## src/rtl/map_camera_ctrl.sv

```systemverilog
// Camera sequencer for the map renderer: scrolls between floors on
// level requests, commits the floor, then flashes the map white.
module map_camera_ctrl #(
  parameter int CAMERA_WIDTH = 6,
  parameter int MAX_LEVEL    = 63,
  parameter int OFFSET_MAX   = 20,
  parameter int SCROLL_STEP  = 4,
  parameter int FLASH_FRAMES = 3
) (
  input  logic                    clk,
  input  logic                    rst_n,
  input  logic                    frame_tick,
  input  logic                    level_up_req,
  input  logic                    level_down_req,
  output logic [CAMERA_WIDTH-1:0] camera_y,
  output logic [CAMERA_WIDTH-1:0] camera_offset,
  output logic                    map_on,
  output logic                    busy,
  output logic                    req_ack,
  output logic                    level_done
);

  localparam int CW = CAMERA_WIDTH;
  localparam int FW =
    (FLASH_FRAMES > 1) ? $clog2(FLASH_FRAMES + 1) : 1;

  localparam logic [FW-1:0] FLASH_INIT = FW'(FLASH_FRAMES);
  localparam logic [FW-1:0] FLASH_ONE  = FW'(1);
  localparam logic [CW-1:0] Y_MAX      = CW'(MAX_LEVEL);
  localparam logic [CW-1:0] Y_ONE      = CW'(1);
  localparam logic [CW-1:0] OFF_MAX    = CW'(OFFSET_MAX);
  localparam logic [CW-1:0] STEP       = CW'(SCROLL_STEP);
  localparam logic [CW:0]   OFF_MAX_W  = (CW+1)'(OFFSET_MAX);
  localparam logic [CW:0]   STEP_W     = (CW+1)'(SCROLL_STEP);

  typedef enum logic [1:0] {
    IDLE,
    SCROLL_UP,
    SCROLL_DOWN,
    FLASH
  } state_t;

  state_t        state, state_n;
  logic [CW-1:0] y_n, off_n;
  logic [FW-1:0] flash_cnt, cnt_n;
  logic          map_on_n, ack_n, done_n;
  logic          enter_flash;
  logic [CW:0]   up_sum;

  // One extra bit so the up-scroll sum cannot wrap.
  assign up_sum = {1'b0, camera_offset} + STEP_W;
  assign busy   = (state != IDLE);

  always_ff @(posedge clk or negedge rst_n) begin
    if (!rst_n) begin
      state         <= IDLE;
      camera_y      <= '0;
      camera_offset <= '0;
      map_on        <= 1'b1;
      req_ack       <= 1'b0;
      level_done    <= 1'b0;
      flash_cnt     <= '0;
    end else begin
      state         <= state_n;
      camera_y      <= y_n;
      camera_offset <= off_n;
      map_on        <= map_on_n;
      req_ack       <= ack_n;
      level_done    <= done_n;
      flash_cnt     <= cnt_n;
    end
  end

  always_comb begin
    state_n     = state;
    y_n         = camera_y;
    off_n       = camera_offset;
    map_on_n    = map_on;
    cnt_n       = flash_cnt;
    ack_n       = 1'b0;
    done_n      = 1'b0;
    enter_flash = 1'b0;

    unique case (state)
      IDLE: begin
        unique case (1'b1)
          level_up_req && !level_down_req && camera_y < Y_MAX: begin
            state_n = SCROLL_UP;
            ack_n   = 1'b1;
          end
          level_down_req && !level_up_req && camera_y != '0: begin
            y_n     = camera_y - Y_ONE;
            off_n   = OFF_MAX;
            state_n = SCROLL_DOWN;
            ack_n   = 1'b1;
          end
          default: ;
        endcase
      end
      SCROLL_UP: begin
        if (frame_tick) begin
          if (up_sum >= OFF_MAX_W) begin
            y_n         = camera_y + Y_ONE;
            off_n       = '0;
            enter_flash = 1'b1;
          end else begin
            off_n = up_sum[CW-1:0];
          end
        end
      end
      SCROLL_DOWN: begin
        if (frame_tick) begin
          if (camera_offset <= STEP) begin
            off_n       = '0;
            enter_flash = 1'b1;
          end else begin
            off_n = camera_offset - STEP;
          end
        end
      end
      FLASH: begin
        if (frame_tick) begin
          cnt_n = flash_cnt - FLASH_ONE;
          if (flash_cnt == FLASH_ONE) begin
            map_on_n = 1'b1;
            state_n  = IDLE;
            done_n   = 1'b1;
          end
        end
      end
      default: state_n = IDLE;
    endcase

    // With no flash configured the floor commit returns straight to idle.
    if (enter_flash) begin
      if (FLASH_FRAMES > 0) begin
        map_on_n = 1'b0;
        cnt_n    = FLASH_INIT;
        state_n  = FLASH;
      end else begin
        state_n = IDLE;
        done_n  = 1'b1;
      end
    end
  end

endmodule
```

## config.mk

```make
export PLATFORM = sky130hd
export DESIGN_NAME = map_camera_ctrl
export DESIGN_NICKNAME = d
export VERILOG_FILES = /design/src/rtl/map_camera_ctrl.sv
export SDC_FILE = /design/constraint.sdc
export NUM_CORES = 1
export LEC_CHECK = 0
export ABC_AREA = 1
export CAP_MARGIN = 15
export CORE_UTILIZATION = 35
export DETAILED_ROUTE_END_ITERATION = 10
export RECOVER_POWER = 25
export SLEW_MARGIN = 10
export SYNTH_ARGS = -nofsm -noshare
export SYNTH_HDL_FRONTEND = slang
export SYNTH_SLANG_ARGS = --single-unit
```

## constraint.sdc

```tcl
create_clock -name clk -period 3.5 [get_ports clk]
set_clock_uncertainty 0.2 [all_clocks]
set_input_delay 0.875 -clock clk [delete_from_list [all_inputs] [get_ports clk]]
set_output_delay 0.875 -clock clk [all_outputs]
set_load 0.02 [all_outputs]
```

Yosys cells after proc, flatten, opt, wreduce, memory -nomap -nowiden

Index checks and enable logic that the tools add are counted.

Register bits after elaboration: 19
Bits of input ports: 5
Output and inout port bits: 16
Word-level logic and storage cells: 79

Add/subtract/negate cells: 5
Order comparisons: 3
Equality and inequality tests: 11
Multiplexer cells: 32
Reduce and logical (&&, ||, !) cells: 21

Operators by type and width:

| kind                  | number |
|---|---|
| $mux W6               | 8 |
| $pmux W6 S3           | 1 |
| $mux W1               | 13 |
| $mux W2               | 6 |
| $pmux W6 S2           | 1 |
| $reduce_and A4 Y1     | 3 |
| $reduce_bool A2 Y1    | 5 |
| $ne A2 B2 Y1 const B  | 4 |
| $pmux W2 S2           | 2 |
| $add A6 B3 Y7 const B | 1 |
| $ge A7 B5 Y1 const B  | 1 |
| $add A6 B1 Y6 const B | 1 |
| $le A6 B3 Y1 const B  | 1 |
| $lt A6 B6 Y1 const B  | 1 |
| $ne A3 B3 Y1 const B  | 2 |
| $reduce_bool A3 Y1    | 2 |
| $reduce_bool A6 Y1    | 1 |
| $sub A6 B1 Y6 const B | 1 |
| $sub A6 B3 Y6 const B | 1 |
| $eq A2 B1 Y1 const B  | 2 |
| $eq A2 B2 Y1 const B  | 2 |
| $logic_and A1 B1 Y1   | 4 |
| $ne A4 B4 Y1 const B  | 1 |
| $reduce_and A3 Y1     | 1 |
| other kinds (6)       | 7 |

Depth between registers and ports, before layout

Word-level depth: 7
Gate-level depth with buffers: 13
Gate-level depth less buffers: 13

Worst setup path after synthesis

No wires, ideal clock.

Path type: register to register
Start: reg state[1]
End: reg camera_y[5]
Setup time: 0.123 ns
Arrival: 1.776 ns
Required time: 3.177 ns
Slack: 1.401 ns
Cell stages (with the launch flop): 13
Path through: dfrtp_1 inv_1 ha_1 inv_1 ha_1 a21oi_1 nand2_1 nand2_1 a21oi_1 nor2_1 nor2_1 o21ai_0 nand2_1

Longest elaborated chain between the ends: 3
Elaborated cells between the ends (all ways): 8
Those cells by class: eq/ne (4); mux (1); reduce/logical (3)

Ends and longest elaborated chain:

| item                                                         | line | text |
|---|---|---|
| start: declaration                                           | 43   | `state_t state, state_n;` |
| start signal: assignment                                     | 64   | `state <= state_n;` |
| $eq A2 B1 Y1 or $logic_not A2 Y1 (tied branches)             | 84   | `unique case (state)` |
| $ne A2 B2 Y1 (no line) or $reduce_bool A2 Y1 (tied branches) | --   |  |
| $reduce_and A4 Y1 (no line)                                  | --   |  |
| end signal: assignment                                       | 65   | `camera_y <= y_n;` |
| end: declaration                                             | 15   | `output logic [CAMERA_WIDTH-1:0] camera_y,` |

Several ways; a longest one is shown, not always the timed one.
A chain may end at the register's enable or synchronous reset.

Worst setup path after layout

Start: reg state[0]
End: out busy

Longest elaborated chain between the ends: 1

Ends and longest elaborated chain:

| item               | line | text |
|---|---|---|
| $reduce_bool A2 Y1 | 52   | `assign busy = (state != IDLE);` |
| end: declaration   | 18   | `output logic busy,` |

No other way between the ends.

==> summary.md <==
| Metric | Value |
|---|---|
| Clock Sinks | `17` |
| CP arrival | `1660 ps` |
| Die area | `0.00400 mm2` |
| Period utilization | `0.782` |
| H-tree levels | `1` |
| Pwr dens | `1040 mW/mm2` |
| Drt total wl | `2.56 mm` |
| Antenna-violating nets left | `0` |
| CTS tree | `yes` |
| Rows | `21` |
| Pleak | `0.762 nW` |
| Metal2 WL | `1.17 mm` |
| Crit Path Category | `register to output port` |
| Dpl cell area | `0.00153 mm2` |
| Largest net degree at the start of global routing | `18` |
| HPWL after DPL | `2.03 mm` |
| Final Hold Fails | `0` |
| Critical Path RT | `2420 ps` |
| Seq cells post-synth | `17` |
| Design Area, Final | `0.00157 mm2` |
| Minimum clock period | `2740 ps` |
| Max Root-Sink Buffers | `2` |
| Top-Level Pins | `21` |
| Port Buffers | `18` |
| Slew Limit Fails | `0` |
| Critical path capture point type | `output port` |
| Crit-path slowest cell | `clkdlybuf4s50_1` |
| Least-Margin Pin Slew | `800 ps` |
| Max-Cap Viols | `0` |
| Crit path cell chain | `inv_1, ha_1, inv_1, clkdlybuf4s50_1` |
| Clk Latency, worst-skew pair | `250 ps` |
| Net total in the final layout | `210` |
| Vias after detailed routing | `1096` |
| Worst-path clk slew | `70 ps` |
| Core area | `0.00347 mm2` |
| CP Max Fanout | `4` |
| Peak supply drop | `0.000457 V` |
| Average size of a mapped cell | `7.72 um2` |
| Final setup violation count | `0` |
| Cell count after synthesis | `170` |
| Routed WL per cell | `10.8 um` |
| Rel. slew slack | `0.465` |
| Residual DRC | `0` |
| Detailed Routing Iterations Pass 1 | `4` |
| Sequential-to-total area share from yosys stat | `0.325` |
| Number of antenna violations at the first check in global routing | `0` |
| Layout Area Growth over Synthesis | `19.9%` |
| Hold-fix buffers, CTS | `0` |
| Metal3 WL | `81 um` |
| First-pass GRT wire length | `4.51 mm` |
| Die Wd | `63.2 um` |
| Status | `finished, final reports clean` |
| Bufs and invs on worst path | `3` |
| Top layer in use | `met4` |
| Global-route congestion overflow total | `0` |
| GR Util All Layers | `0.146` |
| Hold WS | `269 ps` |
| Total CTS buffers | `3` |
| Diode count | `0` |
| Fmax | `0.365 GHz` |
| RSZ-0062 raised after global routing | `no` |
| Most common cell on crit path | `inv_1` |
| WL met1 | `1.27 mm` |
| Setup TNS | `0 ps` |
| GP Congestion | `0.856` |
| Worst hold path class | `register to register` |
| Yosys Warn Count | `0` |
| Syn Std Cell Area | `0.00131 mm2` |
| Critical Path Max Stage Delay | `600 ps` |
| Root Driver | `clkbuf_8` |
| Startpoint class of the critical path | `register` |
| Total power | `1.63 mW` |
| Layout cells sized above 1 | `0.121` |
| Vias in the first global route | `1042` |
| Distinct cells, synth | `32` |
| Post-CTS sizing | `0` |
| 1st-iter DRT viols | `34` |
| Chip height | `63.2 um` |
| Initial core utilization | `0.378` |
| Avg Vias per Cell | `4.64` |
| Post-CTS Setup Repair Bufs | `0` |
| Critical path's top delay family | `buffers and inverters` |
==> layout by cell type (no fill, tap or decap), types with 2 or more instances in the layout <==
| cell type | count |
|---|---|
| dfrtp_1 | 16 |
| a21oi_1 | 5 |
| nor2_2 | 3 |
| o21ai_1 | 4 |
| dlygate4sd3_1 | 3 |
| conb_1 | 2 |
| nor3_1 | 2 |
| a21oi_2 | 2 |
| nand3_1 | 10 |
| a22oi_1 | 2 |
| inv_1 | 23 |
| nor2_1 | 14 |
| inv_2 | 2 |
| clkbuf_8 | 3 |
| xnor2_1 | 3 |
| o21ai_0 | 11 |
| nand2_2 | 4 |
| xor2_1 | 2 |
| ha_1 | 13 |
| nand2_1 | 38 |
| clkdlybuf4s50_1 | 15 |
==> final cells by class <==
cell class | count | area [um2]
Timing Repair Buffer | 18 | 180
Clock buffer | 3 | 41.3
Inverter | 25 | 93.8
Multi-Input combinational cell | 126 | 769
Sequential cell | 17 | 427
Clock inverter | 1 | 5.00
Fill cell | 365 | 1890
Tap cell | 46 | 57.6
==> path summary, 6_finish.rpt <==
path                       slack [ps]          endpoint     start  cells past startpoint
setup / recovery                  760              busy  state[0]                      4
hold / removal                    270            map_on    map_on                      2
setup reg to reg                 1150       camera_y[5]  state[1]                     12
hold reg to reg                   270            map_on    map_on                      2
max in group asynchronous        1650       camera_y[2]     rst_n                      1
min in group asynchronous         950  camera_offset[4]     rst_n                      1
==> power breakdown <==
group / internal [mW] / leakage, nW / switching, mW
Clock: 0.0790 / 0.0255 / 0.0683
Sequential: 0.290 / 0.209 / 0.0987
Combinational: 0.452 / 0.528 / 0.647
Total: 0.821 / 0.762 / 0.814
==> layer usage <==
metal / global-route usage / up-vias
li1: - / 581
met1: 0.177 / 491
met2: 0.242 / 22
met3: 0.0399 / 2
met4: 0.0597 / 0
met5: 0 / -
==> worst min-delay path, stage by stage (launching register included) <==
cell     delay [ps]
dfstp_2         370
nand2_1          50
o21ai_1          50
==> state kept, by name (all words and copies together) (netlist names) <==
signal         count
camera_offset      4
camera_y           6
flash_cnt          2
level_done         1
map_on             1
req_ack            1
state              2
==> through the flow <==
stage,util,cells,setup WS (ps)
6_report,0.454,236,763
5_1_grt,0.454,236,673
4_1_cts,0.454,236,740
3_5_place_dp,0.440,232,888
3_3_place_gp,0.440,232,903
2_1_floorplan,-,171,1400
==> cell usage after synthesis (all sizes together) <==
| cell | n | share of area |
|---|---|---|
| nand2 | 43 | 0.14 |
| inv | 25 | 0.071 |
| nor2 | 17 | 0.054 |
| dfrtp | 16 | 0.31 |
| o21ai | 15 | 0.057 |
| ha | 13 | 0.12 |
| nand3 | 11 | 0.046 |
| a21oi | 8 | 0.045 |
| buf | 3 | 0.020 |
| nor3 | 3 | 0.020 |
| xnor2 | 3 | 0.020 |
| a22oi | 2 | 0.011 |
| nand4 | 2 | 0.014 |
| xor2 | 2 | 0.013 |
| conb | 1 | 0.0029 |
| dfstp | 1 | 0.020 |
| fa | 1 | 0.015 |
| o211ai | 1 | 0.0057 |
| o21a | 1 | 0.0057 |
| o21ba | 1 | 0.0076 |
| or2 | 1 | 0.0048 |
==> cells by family after synthesis <==
group / after synthesis / share of synthesized area
AOI/OAI and AO/OA: 28 / 0.133
xor gates and xnor gates: 5 / 0.0334
adders and majority gates: 14 / 0.139
buffers and inverters: 28 / 0.0915
DFF: 17 / 0.325
other: 1 / 0.00286
and+or+nand+nor: 77 / 0.276
Power figures use the tool's default switching activity.
